## src/rtl/yl3_scroll_ctrl.sv

```systemverilog
// Scroll scheduler for the yl3_interface 8-digit driver: keeps a message buffer,
// steps a wrap/bounce scroll position on a tick and hands out 8-character frames.
module yl3_scroll_ctrl #(
    parameter int MSG_MAX  = 16,
    parameter int TICK_DIV = 125000
) (
    input  logic                         clk,
    input  logic                         rst,
    input  logic                         wr_en,
    input  logic [$clog2(MSG_MAX)-1:0]   wr_addr,
    input  logic [7:0]                   wr_char,
    input  logic [$clog2(MSG_MAX):0]     msg_len,
    input  logic                         mode,
    input  logic                         enable,
    input  logic                         hold,
    input  logic                         READY,
    output logic [63:0]                  DATA,
    output logic                         LOAD,
    output logic [$clog2(MSG_MAX):0]     pos,
    output logic                         busy
);
    localparam int AW = $clog2(MSG_MAX);
    localparam int LW = AW + 1;
    localparam int CW = $clog2(TICK_DIV);
    localparam logic [7:0]  SPACE  = 8'h20;
    localparam logic [63:0] BLANK  = 64'h2020202020202020;

    typedef enum logic [1:0] {S_IDLE = 2'd0, S_BUILD = 2'd1, S_WAIT = 2'd2} state_t;

    logic [7:0]    buf_r [MSG_MAX];
    state_t        state_r;
    logic [2:0]    bidx_r;
    logic [LW-1:0] rd_idx_r;
    logic [63:0]   shadow_r;
    logic [63:0]   data_r;
    logic          load_r;
    logic [LW-1:0] pos_r;
    logic          dir_r;
    logic          busy_r;
    logic [CW-1:0] cnt_r;
    logic          step_pend_r;
    logic          imm_r;
    logic [LW-1:0] len_q_r;
    logic          mode_q_r;
    logic          en_q_r;

    logic          cfg_change_s;
    logic          run_s;
    logic          tick_wrap_s;
    logic          bounce_s;
    logic [LW-1:0] range_s;
    logic [LW-1:0] next_pos_s;
    logic          next_dir_s;
    logic [LW-1:0] rd_next_s;
    logic [LW-1:0] i_s;
    logic [LW-1:0] off_s;
    logic [7:0]    char_s;

    assign DATA = data_r;
    assign LOAD = load_r;
    assign pos  = pos_r;
    assign busy = busy_r;

    assign cfg_change_s = (msg_len != len_q_r) || (mode != mode_q_r) || (enable && !en_q_r);
    assign run_s        = enable && !hold;
    assign tick_wrap_s  = run_s && (cnt_r == CW'(TICK_DIV - 1));
    assign bounce_s     = mode_q_r && (len_q_r <= LW'(8));
    assign range_s      = LW'(8) - len_q_r;
    assign rd_next_s    = (rd_idx_r + LW'(1) == len_q_r) ? LW'(0) : rd_idx_r + LW'(1);
    assign i_s          = LW'(bidx_r);
    assign off_s        = i_s - pos_r;

    // Next scroll position and direction for one step under the active config
    always_comb begin
        next_pos_s = pos_r;
        next_dir_s = dir_r;
        if (len_q_r == LW'(0)) begin
            next_pos_s = LW'(0);
        end else if (bounce_s) begin
            if (range_s == LW'(0)) begin
                next_pos_s = LW'(0);
            end else if (!dir_r) begin
                if (pos_r >= range_s) begin
                    next_dir_s = 1'b1;
                    next_pos_s = range_s - LW'(1);
                end else begin
                    next_pos_s = pos_r + LW'(1);
                end
            end else begin
                if (pos_r == LW'(0)) begin
                    next_dir_s = 1'b0;
                    next_pos_s = LW'(1);
                end else begin
                    next_pos_s = pos_r - LW'(1);
                end
            end
        end else begin
            next_pos_s = (pos_r + LW'(1) == len_q_r) ? LW'(0) : pos_r + LW'(1);
        end
    end

    // Character for window slot bidx_r; wrap mode walks rd_idx_r modulo the length
    always_comb begin
        char_s = SPACE;
        if (len_q_r == LW'(0)) begin
            char_s = SPACE;
        end else if (bounce_s) begin
            if ((i_s >= pos_r) && (i_s < pos_r + len_q_r)) begin
                char_s = buf_r[off_s[AW-1:0]];
            end else begin
                char_s = SPACE;
            end
        end else begin
            char_s = buf_r[rd_idx_r[AW-1:0]];
        end
    end

    // Message buffer, writable at any time
    always_ff @(posedge clk) begin
        if (rst) begin
            for (int k = 0; k < MSG_MAX; k++) begin
                buf_r[k] <= SPACE;
            end
        end else if (wr_en) begin
            buf_r[wr_addr] <= wr_char;
        end
    end

    // Tick counter, config tracking and frame FSM
    always_ff @(posedge clk) begin
        if (rst) begin
            state_r     <= S_IDLE;
            bidx_r      <= 3'd0;
            rd_idx_r    <= LW'(0);
            shadow_r    <= BLANK;
            data_r      <= BLANK;
            load_r      <= 1'b0;
            pos_r       <= LW'(0);
            dir_r       <= 1'b0;
            busy_r      <= 1'b0;
            cnt_r       <= CW'(0);
            step_pend_r <= 1'b0;
            imm_r       <= 1'b0;
            len_q_r     <= LW'(0);
            mode_q_r    <= 1'b0;
            en_q_r      <= 1'b0;
        end else begin
            load_r   <= 1'b0;
            len_q_r  <= msg_len;
            mode_q_r <= mode;
            en_q_r   <= enable;
            // A config change restarts the scroll and swallows any coincident tick
            if (cfg_change_s) begin
                cnt_r       <= CW'(0);
                step_pend_r <= 1'b0;
                pos_r       <= LW'(0);
                dir_r       <= 1'b0;
            end else if (run_s) begin
                cnt_r <= tick_wrap_s ? CW'(0) : cnt_r + CW'(1);
                if (tick_wrap_s) begin
                    step_pend_r <= 1'b1;
                end
            end
            case (state_r)
                S_IDLE: begin
                    if (cfg_change_s && enable) begin
                        state_r  <= S_BUILD;
                        busy_r   <= 1'b1;
                        bidx_r   <= 3'd0;
                        rd_idx_r <= LW'(0);
                        imm_r    <= 1'b0;
                    end else if (cfg_change_s) begin
                        imm_r <= 1'b1;
                    end else if (!enable) begin
                        state_r <= S_IDLE;
                    end else if (imm_r) begin
                        state_r  <= S_BUILD;
                        busy_r   <= 1'b1;
                        bidx_r   <= 3'd0;
                        rd_idx_r <= pos_r;
                        imm_r    <= 1'b0;
                    end else if (step_pend_r && !hold) begin
                        state_r     <= S_BUILD;
                        busy_r      <= 1'b1;
                        bidx_r      <= 3'd0;
                        pos_r       <= next_pos_s;
                        dir_r       <= next_dir_s;
                        rd_idx_r    <= next_pos_s;
                        step_pend_r <= tick_wrap_s;
                    end
                end
                S_BUILD: begin
                    shadow_r[{~bidx_r, 3'b000} +: 8] <= char_s;
                    rd_idx_r <= rd_next_s;
                    bidx_r   <= bidx_r + 3'd1;
                    if (bidx_r == 3'd7) begin
                        state_r <= S_WAIT;
                    end
                    if (cfg_change_s) begin
                        imm_r <= 1'b1;
                    end
                end
                S_WAIT: begin
                    if (cfg_change_s) begin
                        imm_r <= 1'b1;
                    end
                    if (READY) begin
                        data_r  <= shadow_r;
                        load_r  <= 1'b1;
                        busy_r  <= 1'b0;
                        state_r <= S_IDLE;
                    end
                end
                default: begin
                    state_r <= S_IDLE;
                    busy_r  <= 1'b0;
                end
            endcase
        end
    end
endmodule

```

## config.mk

```make
export PLATFORM = sky130hd
export DESIGN_NAME = yl3_scroll_ctrl
export DESIGN_NICKNAME = d
export VERILOG_FILES = /design/src/rtl/yl3_scroll_ctrl.sv
export SDC_FILE = /design/constraint.sdc
export NUM_CORES = 1
export LEC_CHECK = 0
export ABC_AREA = 1
export BUFFER_PORTS_ARGS = -buffer_cell sky130_fd_sc_hd__clkbuf_2
export CORE_MARGIN = 1.5
export CORE_UTILIZATION = 47
export CTS_CLUSTER_SIZE = 40
export DETAILED_ROUTE_END_ITERATION = 16
export REMOVE_ABC_BUFFERS = 1
export SLEW_MARGIN = 10
export SYNTH_ARGS = -nofsm -noshare
export SYNTH_HDL_FRONTEND = slang
export SYNTH_SLANG_ARGS = --single-unit
```

## constraint.sdc

```tcl
create_clock -name clk -period 5.7 [get_ports clk]
set_input_delay 0 -clock clk [delete_from_list [all_inputs] [get_ports clk]]
set_output_delay 0 -clock clk [all_outputs]
set_load 0.005 [all_outputs]
```

==> results of run 1 <==
==> cell families after synthesis <==
kind of cell | after synthesis | share of synthesized area, %
AO/OA/AOI/OAI | 478 | 16.5
XOR/XNOR | 26 | 1.62
adder cells (fa/ha/maj) | 31 | 2.61
buffers and inverters | 307 | 8.14
flip-flops | 304 | 47.8
AND/OR/NAND/NOR | 854 | 23.3
==> cell usage after synthesis (26+ instances only) <==
cell type / number / share of area, %
o211ai_1: 44 / 2.1
nor2_1: 328 / 8.0
nand2_1: 336 / 8.2
a21oi_1: 207 / 6.7
dfxtp_1: 176 / 23
clkbuf_1: 67 / 1.6
inv_1: 183 / 4.5
o21ai_0: 164 / 5.3
ha_1: 29 / 2.4
nand3_1: 119 / 3.9
o21ai_1: 48 / 1.6
buf_2: 26 / 0.84
edfxtp_1: 128 / 25
==> final cells by class <==
type | count | share of cell area (%)
clock buffer | 47 | 5.65
clock inverter | 15 | 0.661
inverter | 197 | 4.31
multi-input combinational | 1389 | 39.4
sequential | 304 | 42.8
tap | 442 | 3.21
timing repair buffer | 119 | 3.99
==> power by group through the flow <==
stage	clock, uW	combinational [uW]	sequential [uW]
2_1_floorplan	0	1450	2710
3_3_place_gp	0	2120	2730
3_5_place_dp	0	2140	2740
4_1_cts	2170	2160	2690
5_1_grt	2260	2460	2720
6_report	2140	2190	2700
==> final timing paths <==
path,from,to,slack [ns],cells after the start
worst min register to register,busy,busy,0.46,2
worst min-delay path,wr_addr[0],buf_r[14][5],0.07,5
worst max register to register,bidx_r[0],shadow_r[45],1.86,15
worst max-delay path,bidx_r[0],shadow_r[45],1.86,15
==> worst max-delay path: stages (launching register included) <==
cell and delay [ns]:
dfxtp_1 0.43, inv_1 0.17, ha_1 0.24, fa_1 0.98, inv_1 0.64, a21oi_1 0.26
o21ai_0 0.11, nand2_1 0.09, nand2_1 0.05, nand2_1 0.10, nand2_1 0.05, nand2_1 0.10
o21ai_1 0.07, nand2_2 0.16, nand3_1 0.11, o21ai_1 0.19
==> what timing repair did <==
item,CTS,global route
hold endpoints to repair,19,0
hold buffers,12,0
setup buffers,0,0
==> routing by layer <==
metal	wire length (um)	GRT usage, %
met1	20600	37.2
met2	19200	40.5
met3	2810	3.63
met4	1160	7.74
met5	0	0
==> flip-flops by register name, indices dropped and copies added (netlist names), 2 cells and up, named ones only <==
| register | cells |
|---|---|
| state_r | 2 |
| cnt_r | 17 |
| len_q_r | 5 |
| buf_r | 128 |
| bidx_r | 3 |
| pos | 5 |
| rd_idx_r | 5 |
| shadow_r | 64 |
| DATA | 64 |
==> metrics by stage <==
stage	power (uW)	cells	worst slack, ns	hold WS [ns]
after CTS	7020	2513	1.93	0.0541
after global placement	4860	2439	2.09	0.219
final	7020	2513	1.86	0.0725
after floorplan	4150	1890	2.33	0.0691
after global routing	7440	2513	1.54	0.109
after detailed placement	4880	2439	1.99	0.225
==> reports/results.ini, run 1 <==
[global_routing]
grt_remaining_overflow = 0
grt_max_degree = 125
grt_pass1_wl_um = 68500
antenna_found_initial = 0
track_usage_pct = 25.9
grt_pass1_vias = 12415

[clock_network]
cts_buffers = 35
htreeDepth = 2
cts_tree = built
clockBufferDepth = 3
clk_pin_slew_ns = 0.06
clk_latency_ns = 0.53
ctsRootBufferMaster = clkbuf_16
ctsResizeCount = 0
clkSinkCount = 304

[sta]
fmax_mhz = 260
final-hold-violation-count = 0
final_max_slew_viol_count = 0
rsz0062_at_grt = false
min_period_ns = 3.84
slew_headroom_pct = 20.4
finalSetupTns_ns = 0
finalSetupViolCount = 0
finClkSkew_ns = 0.0121
tightest_slew_ns = 1.19
fin_crit_sh_pct = 67.4

[critical_path]
cp_max_fo = 26
end_kind = register
cp.required_ns = 6.15
cp.arrival_ns = 4.29
startpoint_type = register
setup.worst_path.class = reg -> reg

[route]
routed_wl_um = 43800
wl_per_cell_um = 17.4
drcViolationCount = 0
firstDrtPassIters = 5
drt-initial-drc-count = 1187
antenna_left = 0
via_count = 13651
vias_per_cell = 5.43

[place]
place_hpwl_um = 30100
gp_congestion = 0.911
dpl_cell_area_sq_um = 16000
portBuffers = 94

[floorplanning]
die_height_um = 184
chipWidth_um = 184
start_util_pct = 47.6
ioPinCount = 95
coreArea_sq_um = 32400
rows = 66
dieArea_sq_um = 33900

[yosys]
synth-seq-cells = 304
synth.distinct_cells = 45
synthFlopType = dfxtp_1
synth-warning-count = 0
synth_edf_count = 128
yosysSeqAreaShare_pct = 47.8
syn_area_sq_um = 15400
synthCells = 2000
synth_area_per_cell_sq_um = 7.71
async_flop_share_pct = 0

[pwr]
pwr-share-comb_pct = 31.2
power_frac_clock_pct = 30.4
peakVddDrop_uv = 227
power.switching_uw = 2640
p_leak_uw = 0.00718
internal_power_uw = 4380
switching_share_pct = 37.6
p_seq_share_pct = 38.4
power_density_nw_per_um2 = 408

[finish]
register_area_sq_um = 7370
utilization_pct = 53.2
final_layout_size_suffix_gt1_share_pct = 9.66
n_fill_cell = 3162
finalInstanceArea_sq_um = 17200
areaGrowthSynthToFinish_pct = 11.8
final_cell_mix = nand2_1, nor2_1, a21oi_1
diodes = 0
final_common_cell = nand2_1
fin_nets = 2101
multi_input_area_sq_um = 6790

[run_status]
outcome = finished clean

[hold_path]
hold_path.class = in -> reg

[run]
cap_violations = 0

Note: power is estimated with default switching activity, not from simulation.
==> inputs of run 2 (changes only) <==
PLACE_DENSITY = 0.67   (was not set)
clock period = 3.4 ns   (was 5.7 ns; I/O delays follow)
==> run 2 against run 1 <==
Effect of this change: clock skew rose by 0.0054 ns; sequential cell count did not move; fmax rose by 25%; utilization rose by 0.77 points; final cell count rose by 1.1%; via count rose by 1.0%; total power rose by 70%; setup slack got worse by 1.5 ns; sequential share of layout area fell by 0.61 points; critical path depth fell by 2; sequential power rose by 65%; clock power rose by 68%.
==> reports/results.ini, run 2 (same netlist as run 1, synthesis figures left out) <==
[global_routing]
grt_use_met2_pct = 41.3  ; +0.79 points
use_met3_pct = 3.01  ; -0.61 points
met1_usage_pct = 35.5  ; -1.7 points
grt_pass1_vias = 12728  ; +2.5%
grt_max_degree = 125  ; unchanged
track_usage_pct = 25.3  ; -0.54 points
grt_remaining_overflow = 0  ; unchanged
grt_pass1_wl_um = 67800  ; -1.0%
gr-max-usage-layer = met2
antenna_found_initial = 0  ; unchanged

[critical_path]
ff2ff_setup_slack_ns = 0.33  ; -1.53 ns
cp.arrival_ns = 3.52  ; -0.77 ns
path_cells = inv_1 -> ha_1 -> fa_1 -> inv_1 -> buf_4 -> o21ai_0 -> nand2_1 -> nand2_1 -> nand2_1 -> nand2_1 -> o21ai_2 -> nand4_1 -> a21oi_1
r2r_end = shadow_r[47]
critical_path.max_stage_delay_ns = 0.47  ; -0.51 ns
crit_top_cell = nand2_1
startpoint_type = register
slowest_stage = fa_1
cp_max_fo = 15  ; -42%
end_kind = register
cp.required_ns = 3.85  ; -2.30 ns
r2r-start = bidx_r[0]
reg2regPathDepth = 13  ; -2
setup.worst_path.class = reg -> reg

[finish]
multi_input_area_sq_um = 6790  ; unchanged
largest_reg_flops = 128  ; unchanged
final_common_cell = nand2_1
n_fill_cell = 3127  ; -1.1%
fin_cells = 2540  ; +1.1%
final_cell_mix = nand2_1, nor2_1, a21oi_1
diodes = 0  ; unchanged
final_layout_size_suffix_gt1_share_pct = 10.8  ; +1.2 points
areaGrowthSynthToFinish_pct = 13.4
fin_nets = 2127  ; +1.2%
regMostFlops = buf_r
register_area_sq_um = 7370  ; unchanged

[sta]
final-hold-violation-count = 0  ; unchanged
fmax_mhz = 325  ; +25%
finalSetupViolCount = 0  ; unchanged
finClkSkew_ns = 0.0175  ; +0.00542 ns
tightest_slew_ns = 0.990  ; -0.196 ns
fin_crit_sh_pct = 90.4  ; +23 points
final_max_slew_viol_count = 0  ; unchanged
finalSetupTns_ns = 0  ; unchanged
min_period_ns = 3.07  ; -0.770 ns
slew_headroom_pct = 33.9  ; +14 points
rsz0062_at_grt = false

[floorplanning]
coreArea_sq_um = 32400  ; unchanged
dieArea_sq_um = 33900  ; unchanged
start_util_pct = 47.6  ; unchanged
die_height_um = 184  ; unchanged
rows = 66  ; unchanged
ioPinCount = 95  ; unchanged
chipWidth_um = 184  ; unchanged

[clock_network]
htreeDepth = 2  ; unchanged
ctsResizeCount = 0  ; unchanged
ctsHoldBuffers = 17  ; +5
clkSinkCount = 304  ; unchanged
clk_latency_ns = 0.52  ; about the same
clk_pin_slew_ns = 0.06  ; about the same
cts_tree = built
cts_buffers = 34  ; -2.9%
ctsRootBufferMaster = clkbuf_16
clockBufferDepth = 3  ; unchanged
post_cts_buffers = 0  ; unchanged

[place]
dp.cells = 2461  ; +0.90%
place_hpwl_um = 29300  ; -2.5%
gp_congestion = 0.912  ; +0.19%
portBuffers = 94  ; unchanged

[route]
drt-initial-drc-count = 1346  ; +13%
wl_per_cell_um = 16.8  ; -3.3%
firstDrtPassIters = 5  ; unchanged
vias_per_cell = 5.43  ; about the same
via_count = 13791  ; +1.0%
antenna_left = 0  ; unchanged
drcViolationCount = 0  ; unchanged
routed_wl_um = 42800  ; -2.2%

[pwr]
power_frac_clock_pct = 30.1  ; -0.3 points
p_leak_uw = 0.00734  ; +2.3%
power_density_nw_per_um2 = 685  ; +68%
pwr-share-comb_pct = 32.7  ; +1.5 points
p_seq_share_pct = 37.2  ; -1.2 points
power.switching_uw = 4450  ; +68%
internal_power_uw = 7530  ; +72%
switching_share_pct = 37.1  ; -0.47 points
peakVddDrop_uv = 514  ; +130%

[run]
cap_violations = 0  ; unchanged

[run_status]
outcome = finished clean

[hold_path]
whs_path_depth = 5  ; unchanged
hold_path.class = in -> reg
hp-start = wr_addr[2]
holdPathEnd = buf_r[8][5]

[run 2: critical path, delay by kind of cell (launching register included)]
kind / cells / cell delay, ns
AO/OA/AOI/OAI: 3 / 0.63
adder cells (fa/ha/maj): 2 / 0.68
buffers and inverters: 3 / 0.74
flip-flops: 1 / 0.42
AND/OR/NAND/NOR: 5 / 0.52
[run 2: worst max-delay path by stage]
| stage | startpoint | endpoint | slack (ns) | depth (start not counted) |
|---|---|---|---|---|
| after detailed placement | bidx_r[0] | shadow_r[47] | 0.48 | 13 |
| after floorplan | bidx_r[0] | shadow_r[21] | 0.03 | 14 |
| after CTS | bidx_r[0] | shadow_r[47] | 0.45 | 13 |
| final | bidx_r[0] | shadow_r[47] | 0.33 | 13 |
| after global placement | bidx_r[0] | shadow_r[15] | 0.51 | 13 |
| after global routing | bidx_r[0] | shadow_r[15] | 0.15 | 14 |
[run 2: metal layers]
layer	wire length, um	up-vias	part of all wire, %
li1	-	6789	-
met1	19000	6397	44
met2	19500	524	46
met3	3270	81	7.6
met4	1060	0	2.5
met5	0	-	0
[run 2: power by group through the flow]
stage	clock, uW	combinational (uW)	sequential (uW)
2_1_floorplan	0	2430	4540
3_3_place_gp	0	3770	4510
3_5_place_dp	0	3820	4520
4_1_cts	3660	3860	4450
5_1_grt	3810	4350	4500
6_report	3600	3920	4460
[run 2: final cells by class]
class | count | share of cell area (%)
timing repair buffer | 146 | 5.31
clock buffer | 45 | 5.39
multi-input combinational | 1389 | 38.8
tap | 442 | 3.16
clock inverter | 17 | 0.873
sequential | 304 | 42.2
inverter | 197 | 4.25
[run 2: through the flow]
stage	power [uW]	util (%)	hold WS (ns)	worst slack (ns)	cell area (sq um)
floorplan	6960	-	0.0691	0.0331	14900
global placement	8290	50.1	0.220	0.507	16200
detailed placement	8340	50.1	0.221	0.484	16200
CTS	12000	54.0	0.000665	0.448	17500
global route	12700	54.0	0.0299	0.148	17500
finish	12000	54.0	0.0243	0.327	17500
==> inputs of run 3 (changes only) <==
GPL_TIMING_DRIVEN = 0   (was not set)
==> run 3 against run 2 <==
Effect of this change: clock power up 10%; setup slack worse by 0.14 ns; utilization up 0.25 points; critical path type unchanged.
==> reports/results.ini, run 3 (same netlist as run 1, synthesis figures left out) <==
[run_status]
outcome = finished clean

[route]
wl_per_cell_um = 16.3  ; -3.0%
vias_per_cell = 5.47  ; +0.75%
firstDrtPassIters = 6  ; +1
routed_wl_um = 41100  ; -3.9%
drt-initial-drc-count = 1335  ; -0.82%
antenna_left = 0  ; unchanged
via_count = 13774  ; -0.12%
drcViolationCount = 0  ; unchanged

[place]
dpl_cell_area_sq_um = 16100  ; -0.73%
dp.cells = 2433  ; -1.1%
gp_congestion = 0.886  ; -2.9%
place_hpwl_um = 27300  ; -6.8%
portBuffers = 94  ; unchanged

[floorplanning]
chipWidth_um = 184  ; unchanged
coreArea_sq_um = 32400  ; unchanged
rows = 66  ; unchanged
start_util_pct = 47.6  ; unchanged
dieArea_sq_um = 33900  ; unchanged
die_height_um = 184  ; unchanged
ioPinCount = 95  ; unchanged

[critical_path]
setup.worst_path.class = reg -> reg
path_cells = inv_1 -> ha_4 -> fa_2 -> buf_16 -> clkinvlp_4 -> buf_12 -> o21ai_0 -> nand2_1 -> nand2_1 -> nand2_1 -> nand2_1 -> o21ai_2 -> nand4_1 -> a21oi_1
path_delay_family = adder cells
end_kind = register
cp.required_ns = 3.82  ; -0.03 ns
slowest_stage = fa_2
cp_max_fo = 26  ; +11
crit_top_cell = nand2_1
critical_path.max_stage_delay_ns = 0.60  ; +0.13 ns
startpoint_type = register
path_buf_inv = 4  ; +1
cp.arrival_ns = 3.63  ; +0.11 ns

[global_routing]
grt_use_met2_pct = 40.1  ; -1.2 points
met1_usage_pct = 33.3  ; -2.2 points
track_usage_pct = 24.4  ; -0.90 points
grt_pass1_wl_um = 66100  ; -2.5%
grt_max_degree = 98  ; -22%
antenna_found_initial = 0  ; unchanged
gr-max-usage-layer = met2
use_met3_pct = 2.91  ; -0.099 points
grt_pass1_vias = 12786  ; +0.46%
grt_remaining_overflow = 0  ; unchanged

[hold_path]
hold_path.class = in -> reg

[finish]
areaGrowthSynthToFinish_pct = 13.9
final_common_cell = nand2_1
final_cell_mix = nand2_1, nor2_1, a21oi_1
fin_nets = 2105  ; -1.0%
regMostFlops = buf_r
final_layout_size_suffix_gt1_share_pct = 10.7  ; -0.078 points
n_fill_cell = 3076  ; -1.6%
largest_reg_flops = 128  ; unchanged
diodes = 0  ; unchanged
fin_cells = 2518  ; -0.87%
finalInstanceArea_sq_um = 17600  ; +0.46%

[pwr]
power_density_nw_per_um2 = 699  ; +2.1%
p_leak_uw = 0.00730  ; -0.63%
peakVddDrop_uv = 583  ; +13%
power_uw = 12300  ; +2.6%

[clock_network]
htreeDepth = 2  ; unchanged
clockBufferDepth = 3  ; unchanged
cts_buffers = 35  ; +2.9%
ctsRootBufferMaster = clkbuf_16
clk_pin_slew_ns = 0.06  ; about the same
clk_latency_ns = 0.53  ; about the same
cts_tree = built
clkSinkCount = 304  ; unchanged

[sta]
slew_headroom_pct = 28.3  ; -5.7 points
finClkSkew_ns = 0.0146  ; -0.00286 ns
min_period_ns = 3.21  ; +0.141 ns
finalSetupViolCount = 0  ; unchanged
finalSetupTns_ns = 0  ; unchanged
tightest_slew_ns = 1.07  ; +0.0784 ns
final-hold-violation-count = 0  ; unchanged
whs_ns = 0.000998  ; -0.0233 ns
fin_crit_sh_pct = 94.5  ; +4.2 points
fmax_mhz = 311  ; -4.4%
final_max_slew_viol_count = 0  ; unchanged

[run]
cap_violations = 0  ; unchanged

[run 3: cell count changes in the layout (fill, tap and decap cells not counted), moves of 3 or more]
| cell | before | now |
|---|---|---|
| buf_4 | 33 | 8 |
| nor3_1 | 23 | 16 |
| nor3_2 | 1 | 8 |
| clkinv_2 | 12 | 7 |
| clkbuf_1 | 6 | 2 |
| clkinvlp_4 | 0 | 4 |
| buf_16 | 0 | 3 |
[run 3: report_power, final]
| part | switching (uW) | internal [uW] | leakage [uW] |
|---|---|---|---|
| Combinational | 2610 | 1240 | 0.00404 |
| Sequential | 321 | 4150 | 0.00266 |
| Clock | 1580 | 2380 | 0.000602 |
[run 3: layer usage]
metal / vias to the layer above / wire (um)
met3: 81 / 2950
li1: 6757 / -
met5: - / 44
met4: 2 / 1070
met2: 536 / 19200
met1: 6398 / 17900
[run 3: path summary, 6_finish.rpt]
path	cells past startpoint	slack, ns	to	from
hold / removal	3	0.001	buf_r[7][5]	wr_char[5]
setup / recovery	14	0.19	shadow_r[46]	bidx_r[0]
hold reg to reg	2	0.45	DATA[5]	shadow_r[5]
setup reg to reg	14	0.19	shadow_r[46]	bidx_r[0]
[run 3: metrics by stage]
step	setup WS (ns)	utilization [%]
final	0.186	54.2
after global routing	-0.00462	54.2
after CTS	0.0126	54.1
after detailed placement	-0.509	49.7
after global placement	-1.91	49.2
after floorplan	0.0331	-
[run 3: final cells by class]
class | instances | area, sq um | area share, %
repair inverters | 1 | 7.51 | 0.0428
inverters | 197 | 751 | 4.28
clock buffers | 43 | 977 | 5.56
flip-flops and latches | 304 | 7370 | 42.0
clock inverters | 20 | 241 | 1.38
repair buffers | 122 | 803 | 4.57
well taps | 442 | 553 | 3.15
multi-input cells | 1389 | 6850 | 39.0
[run 3: timing repair]
action | in CTS | in global routing
gates resized for setup | 4 | 4
hold endpoints to repair | 30 | 0
pin swaps | 1 | 1
hold buffers | 15 | 0
buffers inserted | 1 | 5
setup endpoints to repair | 64 | 53
cloned | 1 | 0
[run 3: worst reg2reg max path, delay by kind of cell (launching register included)]
family,cells,cell delay (ns)
flip-flops,1,0.43
adder cells (fa/ha/maj),2,0.81
buffers and inverters,4,0.69
AO/OA/AOI/OAI,3,0.62
AND/OR/NAND/NOR,5,0.57
